===== src/rtl/serial_pkg.sv =====
// Shared encodings for the serial w-stream transmitter and the detector family.
package serial_pkg;

    typedef enum logic [1:0] {
        ST_IDLE  = 2'b00,
        ST_SHIFT = 2'b01,
        ST_GAP   = 2'b10
    } tx_state_e;

    localparam logic DEF_IDLE_LVL = 1'b0;

endpackage


===== src/rtl/serial_word_tx_piso.sv =====
// Parallel-in/serial-out register with load, shift enable and direction select.
// next_bit is the bit that will sit at the output end after this edge.
module piso_shift #(
    parameter int WIDTH = 8
) (
    input  logic             clk,
    input  logic             rst,
    input  logic             ld,
    input  logic             shift_en,
    input  logic             msb_first,
    input  logic [WIDTH-1:0] d,
    output logic             next_bit
);

    logic [WIDTH-1:0] q;

    always_ff @(posedge clk) begin
        if (rst)
            q <= '0;
        else if (ld)
            q <= d;
        else if (shift_en)
            q <= msb_first ? {q[WIDTH-2:0], 1'b0} : {1'b0, q[WIDTH-1:1]};
    end

    always_comb begin
        next_bit = 1'b0;
        if (ld)
            next_bit = msb_first ? d[WIDTH-1] : d[0];
        else if (shift_en)
            next_bit = msb_first ? q[WIDTH-2] : q[1];
    end

endmodule


===== src/rtl/serial_word_tx.sv =====
// Word-to-serial transmitter: valid/ready load, WIDTH bits on w with w_en,
// programmable idle gap, and a one-cycle done pulse after the last bit.
module serial_word_tx
    import serial_pkg::*;
#(
    parameter int WIDTH     = 8,
    parameter int GAP       = 2,
    parameter bit MSB_FIRST = 1'b1,
    parameter bit IDLE_LVL  = DEF_IDLE_LVL
) (
    input  logic             Clock,
    input  logic             Reset,
    input  logic [WIDTH-1:0] data_in,
    input  logic             load,
    output logic             ready,
    output logic             w,
    output logic             w_en,
    output logic             busy,
    output logic             done
);

    localparam int              CW     = $clog2(WIDTH);
    localparam logic [CW-1:0]   BIT_LD = CW'(WIDTH - 1);
    localparam logic [3:0]      GAP_LD = (GAP > 0) ? 4'(GAP - 1) : 4'd0;

    tx_state_e       state, nxt;
    logic [CW-1:0]   bit_cnt;
    logic [3:0]      gap_cnt;
    logic            hs, shift_en, last, next_bit;

    piso_shift #(.WIDTH(WIDTH)) u_piso (
        .clk       (Clock),
        .rst       (Reset),
        .ld        (hs),
        .shift_en  (shift_en),
        .msb_first (MSB_FIRST),
        .d         (data_in),
        .next_bit  (next_bit)
    );

    always_comb begin
        nxt      = state;
        hs       = 1'b0;
        shift_en = 1'b0;
        last     = 1'b0;
        case (state)
            ST_IDLE: begin
                if (load) begin
                    hs  = 1'b1;
                    nxt = ST_SHIFT;
                end
            end
            ST_SHIFT: begin
                shift_en = 1'b1;
                if (bit_cnt == '0) begin
                    last = 1'b1;
                    nxt  = (GAP > 0) ? ST_GAP : ST_IDLE;
                end
            end
            ST_GAP: begin
                if (gap_cnt == 4'd0)
                    nxt = ST_IDLE;
            end
            default: nxt = ST_IDLE;
        endcase
    end

    // Outputs are loaded from the next state so every port comes straight off a flop.
    always_ff @(posedge Clock) begin
        if (Reset) begin
            state   <= ST_IDLE;
            bit_cnt <= '0;
            gap_cnt <= 4'd0;
            ready   <= 1'b1;
            w       <= IDLE_LVL;
            w_en    <= 1'b0;
            busy    <= 1'b0;
            done    <= 1'b0;
        end else begin
            state <= nxt;
            if (hs)
                bit_cnt <= BIT_LD;
            else if (shift_en && bit_cnt != '0)
                bit_cnt <= bit_cnt - 1'b1;
            if (last)
                gap_cnt <= GAP_LD;
            else if (state == ST_GAP && gap_cnt != 4'd0)
                gap_cnt <= gap_cnt - 1'b1;
            ready <= (nxt == ST_IDLE);
            busy  <= (nxt != ST_IDLE);
            w_en  <= (nxt == ST_SHIFT);
            w     <= (nxt == ST_SHIFT) ? next_bit : IDLE_LVL;
            done  <= last;
        end
    end

endmodule


===== config.mk =====
export PLATFORM = sky130hd
export DESIGN_NAME = serial_word_tx
export DESIGN_NICKNAME = d
export VERILOG_FILES = /design/src/rtl/serial_pkg.sv /design/src/rtl/serial_word_tx_piso.sv /design/src/rtl/serial_word_tx.sv
export SDC_FILE = /design/constraint.sdc
export NUM_CORES = 1
export LEC_CHECK = 0
export BUFFER_PORTS_ARGS = -buffer_cell sky130_fd_sc_hd__buf_4
export CORE_ASPECT_RATIO = 1.1
export CORE_MARGIN = 2
export CORE_UTILIZATION = 50
export DETAILED_ROUTE_END_ITERATION = 6
export GPL_ROUTABILITY_DRIVEN = 0
export PLACE_DENSITY_LB_ADDON = 0.1
export RECOVER_POWER = 100
export SYNTH_ARGS = -nofsm -noshare
export SYNTH_HDL_FRONTEND = slang
export SYNTH_HIERARCHICAL = 1
export SYNTH_SLANG_ARGS = --single-unit
export TNS_END_PERCENT = 30

===== constraint.sdc =====
create_clock -name Clock -period 1.45 [get_ports Clock]
set_input_delay 0.145 -clock Clock [delete_from_list [all_inputs] [get_ports Clock]]
set_output_delay 0.145 -clock Clock [all_outputs]
set_load 0.005 [all_outputs]

# Word-level counts from Yosys, hierarchy flattened
# Index checks and enable logic that the tools add are counted.
# op_classes
n_eq_ne	3
n_mux	17
addsub	2
bitwise_logic	1
reduce_logical	14
# ops
cell	n
7-bit 2-to-1 mux	2
1-bit 2-to-1 mux	9
2-bit nonzero test	4
2-bit 2-to-1 mux	3
3-bit 2-to-1 mux	2
2-bit one-hot mux with 3 select lines	1
2-bit by 1-bit equality test with 1-bit output (second input constant)	2
2-bit logical NOT	2
4-bit logical NOT	1
4-bit nonzero test	1
2-bit OR reduction	2
4-bit by 1-bit subtractor with 4-bit output (second input constant)	1
3-bit logical NOT	1
3-bit nonzero test	1
3-bit by 1-bit subtractor with 3-bit output (second input constant)	1
2-bit equality test (second input constant)	1
1-bit logical AND	2
1-bit NOT	1
# totals
out_inout_bits	5
inputBits	11
regBits	21

# Logic depth before layout (Yosys ltp)
# Gate-level depths: netlist of the first run.
# depth
ltp_word	6
mapped_depth	6
mapped_depth_nobuf	5

# By module
# Netlist of the first run, hierarchy kept.
# modules_own_cells
module	area_per_inst_um2	n_inst	cells_each	seq_area_each_um2
serial_word_tx	666.9	1	72	280.3
piso_shift	531.8	1	51	160.2

# Worst setup path before layout of the first run
# Ideal clock, no wire load.
# synth_timing
path_type	flip-flop to flip-flop
start	register state[0]
end	register w
path_slack_ns	-0.101
n_path_buf	2
setup_ns	0.115
arrival_ns	1.436
path_stages_with_launch	7
path_cell_list	dfxtp_1 buf_2 nor3b_1 buf_2 nand2b_1 o22ai_1 and2_1
# synth_lines
item	line_no	rtl
start: declaration	serial_word_tx.sv:26	tx_state_e state, nxt;
start signal: assignment	serial_word_tx.sv:80	state <= nxt;
2-bit logical NOT	serial_word_tx.sv:46	case (state)
1-bit 2-to-1 mux	serial_word_tx.sv:46	
named net hs	serial_word_tx.sv:29	logic hs, shift_en, last, next_bit;
1-bit 2-to-1 mux	serial_word_tx_piso.sv:28	if (ld)
named net next_bit	serial_word_tx.sv:29	
end signal: assignment	serial_word_tx.sv:92	w <= (nxt == ST_SHIFT) ? next_bit : IDLE_LVL;
end: declaration	serial_word_tx.sv:16	output logic w,
# The timed path passes the listed nets, and every way through them passes these cells.
# A chain may end at the register's enable or synchronous reset.

# Worst setup path after layout of the first run
# layout_timing
start	register state[0]
end	register u_piso.q[2]
# layout_between
elab_chain_len	3
# layout_lines
item	line_no	rtl
2-bit by 1-bit equality test with 1-bit output	serial_word_tx.sv:46	
1-bit 2-to-1 mux	serial_word_tx.sv:46	
named net shift_en	serial_word_tx.sv:29	
2-bit nonzero test (no line)	n/a	
end signal: assignment	serial_word_tx_piso.sv:23	q <= msb_first ? {q[WIDTH-2:0], 1'b0} : {1'b0, q[WIDTH-1:1]};
end: declaration	serial_word_tx_piso.sv:15	logic [WIDTH-1:0] q;
# The timed path passes the listed nets, and every way through them passes these cells.

==> results.tsv, run 1 <==
metric	value	unit
post-detail-place hpwl	1.71	mm
post-cts resize count	0	
worst r2r src	state[0]	
fin nets	156	
Setup crit start	state[0]	
outcome	complete, no violations	
worst path cell trace	nor2b_1 > buf_4 > or4b_1 > o221ai_1	
layout cells sized above 1	26.2	%
mapped cell area	1200	um^2
slowest CP cell	or4b_1	
sequential-to-total area share from yosys stat	36.7	%
Synth cell types	40	
root buffer cell	clkbuf_4	
power per standard cell area	1070	nW/um^2
post-synth net total	137	
Crit path required time	1.68	ns
Leak	0.566	nW
DR iter-0 viols	14	
most crowded layer after global routing	met2	
full die area	2810	um^2
# rows	18	
CP bufs+invs	1	
antenna-violating nets left	0	
IO Count	16	
met3 global-route usage	4.86	%
deepest clock path buffer count	2	
largest net degree at the start of global routing	27	
GRT Util Overall	18.3	%
minimum clock period	1.36	ns
grt met2 use	29.3	%
Cells after Synth	123	
Vias/cell	5.56	
setup slack, reg-to-reg	0.09	ns
RR Endpoint	u_piso/q[2]	
first-pass GRT wire length	3.93	mm
Reg2Reg Depth	4	
fmax	734	MHz
commonest non-fill, non-tap cell in the layout	dfxtp_1	
Crit path depth	4	
Yosys top cell by area	dfxtp_1	
initial antenna violation count	0	
crit share post-route	93.9	%
Setup CP Type	flop to flop	
synth top area cells	dfxtp_1, mux2i_1, o221ai_2	
commonest non-fill, non-tap cells in the layout	dfxtp_1, buf_4, mux2i_1	
Crit path max-delay family	simple AND/OR/NAND/NOR gates	
CP Data Arrival Time	1.59	ns
unrepaired setup endpoints after global routing	no	
Die Y-Extent	55.4	um
maximum VDD drop	852	uV
Pre-antenna DRT Iters	4	
WL final	2.32	mm
Synth Register Bits	22	
later-pin clock latency in the skew report	0.31	ns
Initial Utilization	53.2	%
max-cap viol count	0	
Setup crit end kind	flop	
Setup Skew	0.00367	ns
P&R area growth vs syn	14.0	%
Worst setup SP type	flop	
Worst-path clk slew	0.12	ns
Final Hold Fails	0	
Core ar.	2250	um^2
Vias	950	
prevailing post-synth register cell	dfxtp_1	
port bufs	15	
largest fanout on the critical path	15	
CTS H-Tree Depth	1	
CTS Hold Buffers Added	0	
TritonCTS clock tree	yes	
fin cells	171	
FFs w/ async S/R, synth	0	%
Hold Path Class	input pin to flop	
total gr overflow	0	
met1 Resource Use GR	23.6	%
YS warnings	6	
WL/cell	13.6	um
vias in the first global route	884	
total CTS buffers	3	
ANT cells	0	
Setup-failing EPs final	0	
largest stage delay on the critical path	0.52	ns
CP Capture Point	u_piso/q[2]	
# clock sinks	22	
DRC	0	
Die W	50.7	um
share of the synthesized area in the top cell type	36.7	%
dpl cells	167	
Fill cells	211	
Synth Area per Inst	9.75	um^2
postcts setup bufs	0	
setup total negative slack	0	ns
Slew Limit Fails	0	
final core utilization	60.7	%
EDFF count, synth	0	
## report_power, final
| group | internal [mW] | total, mW | switching [mW] |
|---|---|---|---|
| Sequential | 0.676 | 0.726 | 0.0499 |
| Combinational | 0.206 | 0.401 | 0.195 |
| Clock | 0.153 | 0.333 | 0.180 |
## state kept, by name, indices dropped and copies added (netlist names), 2 cells and up
| signal | count |
|---|---|
| bit_cnt | 3 |
| gap_cnt | 4 |
| state | 2 |
| u_piso/q | 8 |
## cells by family (layout without fill, tap and decap cells)
family | count (synthesis) | in the layout | synth area share [%]
adders and majority gates | 3 | 3 | 3.13
DFF | 22 | 22 | 36.7
buffers and inverters | 16 | 34 | 7.31
other | 1 | 1 | 0.313
and+or+nand+nor | 45 | 45 | 26.0
muxes | 10 | 10 | 8.35
AOI/OAI and AO/OA | 26 | 26 | 18.2
## through the flow
step                instance area [um^2]  power (mW)  setup WS, ns  hold slack, ns
finish                              1370        1.46        0.0883          0.0879
global route                        1370        1.57        0.0140          0.0792
CTS                                 1390        1.48        0.0101          0.0777
detailed placement                  1350        1.14        0.0255           0.408
global placement                    1350        1.12        0.0998           0.400
floorplan                           1200        1.02        0.0809           0.315
## routing by layer
layer | share of wire (%) | routed length (um)
met1 | 47 | 1090
met2 | 48 | 1120
met3 | 3.4 | 80
met4 | 1.2 | 28
met5 | 0 | 0
## synth_stat cells (2+ instances only)
cell      instances
dfxtp_1          22
mux2i_1          10
inv_1             8
a21oi_1           7
nand2_1           7
or4b_1            6
nand2b_1          5
o221ai_2          5
buf_2             4
nor2_1            4
a311oi_1          3
buf_6             3
ha_1              3
nand3b_1          3
nor2b_1           3
o21ai_0           3
and3_1            2
nand3_1           2
nor3b_1           2
## tightest hold or removal path, stage by stage
cell and delay [ns]:
buf_4 0.08, nand3b_1 0.08, o211ai_2 0.07
## final cells by class
type | count | area, um^2 | share of cell area [%]
multi-input cells | 85 | 653 | 47.8
flip-flops and latches | 22 | 448 | 32.8
repair buffers | 22 | 161 | 11.8
well taps | 30 | 37.5 | 2.75
clock buffers | 4 | 36.3 | 2.66
inverters | 8 | 30.0 | 2.20
## worst min-delay path by stage
| stage | start | slack [ns] | endpoint | cells past startpoint |
|---|---|---|---|---|
| after floorplan | data_in[6] | 0.31 | u_piso/q[6] | 2 |
| after global placement | data_in[6] | 0.40 | u_piso/q[6] | 3 |
| after detailed placement | data_in[6] | 0.41 | u_piso/q[6] | 3 |
| after CTS | data_in[6] | 0.08 | u_piso/q[6] | 3 |
| after global routing | data_in[6] | 0.08 | u_piso/q[6] | 3 |
| final | data_in[6] | 0.09 | u_piso/q[6] | 3 |
Note: power is estimated with default switching activity, not from simulation.
==> run 2: changes to the inputs <==
--- a/config.mk
+++ b/config.mk
@@ -11,7 +11,7 @@
 export CORE_UTILIZATION = 50
 export DETAILED_ROUTE_END_ITERATION = 6
 export GPL_ROUTABILITY_DRIVEN = 0
-export PLACE_DENSITY_LB_ADDON = 0.1
+export PLACE_DENSITY = 0.76
 export RECOVER_POWER = 100
 export SYNTH_ARGS = -nofsm -noshare
 export SYNTH_HDL_FRONTEND = slang
==> results.tsv, run 2 (synthesized netlist as in run 1, its figures left out) <==
metric	value	unit
hold path endpoint	u_piso/q[6]	
Vias/cell	5.73	
worst r2r src	gap_cnt[1]	
ANT cells	0	
Setup crit end kind	flop	
Setup-failing EPs final	0	
fin nets	157	
Worst-path clk slew	0.13	ns
Initial Utilization	53.2	%
commonest non-fill, non-tap cell in the layout	dfxtp_1	
Die Y-Extent	55.4	um
WL/cell	13.0	um
DRC	0	
CP Data Arrival Time	1.58	ns
GRT Util Overall	17.7	%
root buffer cell	clkbuf_4	
total CTS buffers	3	
worst path cell trace	inv_1 > ha_1 > or3b_4 > mux2i_1 > a31oi_1	
RR Endpoint	gap_cnt[0]	
worst slack at placement	0.0907	ns
slowest CP cell	or3b_4	
deepest clock path buffer count	2	
total gr overflow	0	
TritonCTS clock tree	yes	
WL final	2.23	mm
Setup crit start	gap_cnt[1]	
post-detail-place hpwl	1.61	mm
largest stage delay on the critical path	0.42	ns
outcome	complete, no violations	
# rows	18	
unrepaired setup endpoints after global routing	no	
layout cells sized above 1	22.5	%
initial antenna violation count	0	
Pre-antenna DRT Iters	4	
setup slack, reg-to-reg	0.07	ns
Reg2Reg Depth	5	
largest fanout on the critical path	4	
Leak	0.570	nW
largest net degree at the start of global routing	27	
CTS Hold Buffers Added	0	
Largest Register	u_piso/q	
dpl cells	168	
worst hold start	data_in[6]	
Worst setup SP type	flop	
Slew Limit Fails	0	
CTS H-Tree Depth	1	
Final Hold Fails	0	
maximum VDD drop	743	uV
IO Count	16	
crit share post-route	95.0	%
fmax	726	MHz
vias in the first global route	905	
commonest non-fill, non-tap cells in the layout	dfxtp_1, buf_4, mux2i_1	
setup total negative slack	0	ns
Largest regs	u_piso/q (8), gap_cnt (4), bit_cnt (3)	
Die W	50.7	um
first-pass GRT wire length	3.88	mm
DR iter-0 viols	10	
full die area	2810	um^2
port bufs	15	
# clock sinks	22	
power per standard cell area	1160	nW/um^2
Vias	985	
antenna-violating nets left	0	
Crit path required time	1.65	ns
Hold Path Class	input pin to flop	
fin worst setup slack	0.0723	ns
Setup CP Type	flop to flop	
fin cells	172	
minimum clock period	1.38	ns
P&R area growth vs syn	14.4	%
worst hold stages	3	
Largest register FFs	8	
max-cap viol count	0	
Core ar.	2250	um^2
later-pin clock latency in the skew report	0.31	ns
Setup Skew	0.00991	ns
run 2: worst max-delay path by stage:
stage | to | cells after the start
6_report | gap_cnt[0] | 5
4_1_cts | gap_cnt[0] | 5
5_1_grt | gap_cnt[1] | 4
2_1_floorplan | w | 6
3_5_place_dp | gap_cnt[0] | 5
3_3_place_gp | gap_cnt[0] | 5
run 2: what timing repair did:
action                                  4_1_cts  5_1_grt
setup buffers                                 0        0
endpoints found under the setup margin        0        6
gates resized for setup                       0        1
run 2: area by class of cell:
class / instances / area (um^2)
fill: 204 / 881
multi-input combinational: 85 / 642
sequential: 22 / 440
timing repair buffer: 23 / 169
tap: 30 / 37.5
clock inverter: 1 / 30.0
inverter: 8 / 30.0
clock buffer: 3 / 22.5
run 2: routing by layer:
| layer | wire (um) | vias to the layer above | track usage (%) |
|---|---|---|---|
| met4 | 24 | 0 | 5.79 |
| met3 | 79 | 4 | 3.51 |
| li1 | - | 490 | - |
| met2 | 1070 | 17 | 29.3 |
| met5 | 0 | - | 0 |
| met1 | 1060 | 474 | 22.7 |
run 2: critical path, delay by kind of cell, from the launching register on:
kind	cells	cell delay (ns)
multiplexers	1	0.15
AO/OA/AOI/OAI	1	0.09
AND/OR/NAND/NOR	1	0.42
flip-flops	1	0.36
buffers and inverters	1	0.06
adder cells (fa/ha/maj)	1	0.19
run 2: per-stage QoR:
stage	area (um^2)	hold slack, ns	total power, mW	utilization, %
global placement	1360	0.412	1.13	60.2
global route	1370	0.125	1.69	60.9
CTS	1410	0.111	1.62	62.6
floorplan	1200	0.315	1.02	-
finish	1370	0.123	1.58	60.9
detailed placement	1360	0.424	1.15	60.2
run 2: power by group:
| group | internal [mW] | leakage [nW] | total (mW) | switching [mW] |
|---|---|---|---|---|
| Combinational | 0.208 | 0.361 | 0.415 | 0.206 |
| Clock | 0.279 | 0.0279 | 0.461 | 0.182 |
| Sequential | 0.670 | 0.181 | 0.709 | 0.0387 |
| Total | 1.16 | 0.570 | 1.58 | 0.427 |
==> run 3: changes to the inputs <==
--- a/config.mk
+++ b/config.mk
@@ -7,11 +7,10 @@
 export LEC_CHECK = 0
 export BUFFER_PORTS_ARGS = -buffer_cell sky130_fd_sc_hd__buf_4
 export CORE_ASPECT_RATIO = 1.1
-export CORE_MARGIN = 2
-export CORE_UTILIZATION = 50
+export CORE_UTILIZATION = 54
 export DETAILED_ROUTE_END_ITERATION = 6
 export GPL_ROUTABILITY_DRIVEN = 0
-export PLACE_DENSITY = 0.76
+export PLACE_DENSITY = 0.78
 export RECOVER_POWER = 100
 export SYNTH_ARGS = -nofsm -noshare
 export SYNTH_HDL_FRONTEND = slang
==> constraint.sdc (replaced) <==
create_clock -name Clock -period 1.4 [get_ports Clock]
set_input_delay 0.14 -clock Clock [delete_from_list [all_inputs] [get_ports Clock]]
set_output_delay 0.14 -clock Clock [all_outputs]
set_load 0.005 [all_outputs]
==> results.tsv, run 3 (synthesized netlist as in run 1, its figures left out) <==
metric	value	unit
Largest register FFs	8	
worst hold start	data_in[6]	
Reg2Reg Depth	4	
WL/cell	13.4	um
Hold Path Class	input pin to flop	
GRT Util Overall	21.9	%
commonest non-fill, non-tap cell in the layout	dfxtp_1	
Worst setup SP type	flop	
post-detail-place hpwl	1.68	mm
crit share post-route	95.9	%
P&R area growth vs syn	19.3	%
deepest clock path buffer count	2	
root buffer cell	clkbuf_4	
largest fanout on the critical path	15	
Die W	46.9	um
first-pass GRT wire length	3.82	mm
vias in the first global route	885	
CTS H-Tree Depth	1	
Pre-antenna DRT Iters	4	
later-pin clock latency in the skew report	0.31	ns
power per standard cell area	1180	nW/um^2
Largest Register	u_piso/q	
Setup-failing EPs final	0	
Setup crit end kind	flop	
ANT cells	0	
Leak	0.592	nW
Crit path required time	1.64	ns
fmax	745	MHz
IO Count	16	
DR iter-0 viols	14	
DRC	0	
Final Hold Fails	0	
Initial Utilization	58.7	%
Fill cells	165	
dpl cells	165	
Die Y-Extent	51.4	um
initial antenna violation count	0	
Setup Skew	0.00755	ns
max-cap viol count	0	
setup total negative slack	0	ns
# clock sinks	22	
Slew Limit Fails	0	
WL final	2.30	mm
total gr overflow	0	
unrepaired setup endpoints after global routing	yes	
full die area	2410	um^2
setup slack, reg-to-reg	0.06	ns
RR Endpoint	u_piso/q[5]	
CP Data Arrival Time	1.58	ns
fin cells	171	
Setup crit start	state[0]	
antenna-violating nets left	0	
Largest regs	u_piso/q (8), gap_cnt (4), bit_cnt (3)	
total CTS buffers	3	
layout cells sized above 1	28.7	%
fin nets	158	
# rows	17	
commonest non-fill, non-tap cells in the layout	dfxtp_1, buf_4, mux2i_1	
Core ar.	2040	um^2
port bufs	15	
TritonCTS clock tree	yes	
maximum VDD drop	1010	uV
Vias/cell	5.73	
worst r2r src	state[0]	
Vias	980	
Worst-path clk slew	0.12	ns
Setup CP Type	flop to flop	
largest net degree at the start of global routing	27	
minimum clock period	1.34	ns
CP Capture Point	u_piso/q[5]	
outcome	complete, no violations	
## run 3: cell types whose count changed in the layout (fill, tap and decap cells not counted), sizes merged
| cell | change |
|---|---|
| buf | +1 |
## run 3: per-layer routing
layer	vias up	part of all wire, %	global-route usage (%)
met2	20	50	34.0
met1	464	45	30.5
li1	494	-	-
met3	2	3.6	3.18
met5	-	0	0
met4	0	0.74	7.14
## run 3: what timing repair did
| item | 4_1_cts | 5_1_grt |
|---|---|---|
| hold buffers | 0 | 0 |
| setup buffers | 0 | 2 |
| gates resized for setup | 0 | 2 |
| setup endpoints to repair | 0 | 4 |
## run 3: cell type report
| cell class | count | area, um^2 | share of cell area (%) |
|---|---|---|---|
| clock buffers | 3 | 22.5 | 1.57 |
| clock inverters | 1 | 30.0 | 2.10 |
| inverters | 8 | 30.0 | 2.10 |
| multi-input cells | 85 | 678 | 47.4 |
| flip-flops and latches | 22 | 442 | 30.9 |
| well taps | 28 | 35.0 | 2.45 |
| repair buffers | 24 | 193 | 13.5 |
## run 3: power by group
| part | internal (mW) | switching, mW |
|---|---|---|
| Sequential | 0.694 | 0.0432 |
| Combinational | 0.238 | 0.225 |
| Clock | 0.289 | 0.202 |
| Total | 1.22 | 0.470 |
## run 3: worst min-delay path by stage
stage,to,cells after the start
finish,u_piso/q[6],3
floorplan,u_piso/q[6],2
global route,u_piso/q[6],3
global placement,u_piso/q[6],3
detailed placement,u_piso/q[6],3
CTS,u_piso/q[6],3
## run 3: stage by stage
stage / hold WS (ns) / power (mW) / cell area (um^2) / utilization, % / setup slack, ns
after floorplan: 0.310 / 1.06 / 1200 / - / 0.0309
final: 0.0858 / 1.69 / 1430 / 70.0 / 0.0576
after CTS: 0.0820 / 1.69 / 1410 / 69.1 / 0.0549
after global placement: 0.400 / 1.19 / 1360 / 66.5 / 0.109
after detailed placement: 0.407 / 1.20 / 1360 / 66.5 / 0.0729
after global routing: 0.0731 / 1.79 / 1430 / 70.0 / -0.00455
## run 3: critical path, stage by stage, from the launching register on
cell,delay (ns)
dfxtp_1,0.35
nor2b_1,0.14
buf_4,0.17
or4b_1,0.53
o221ai_2,0.08
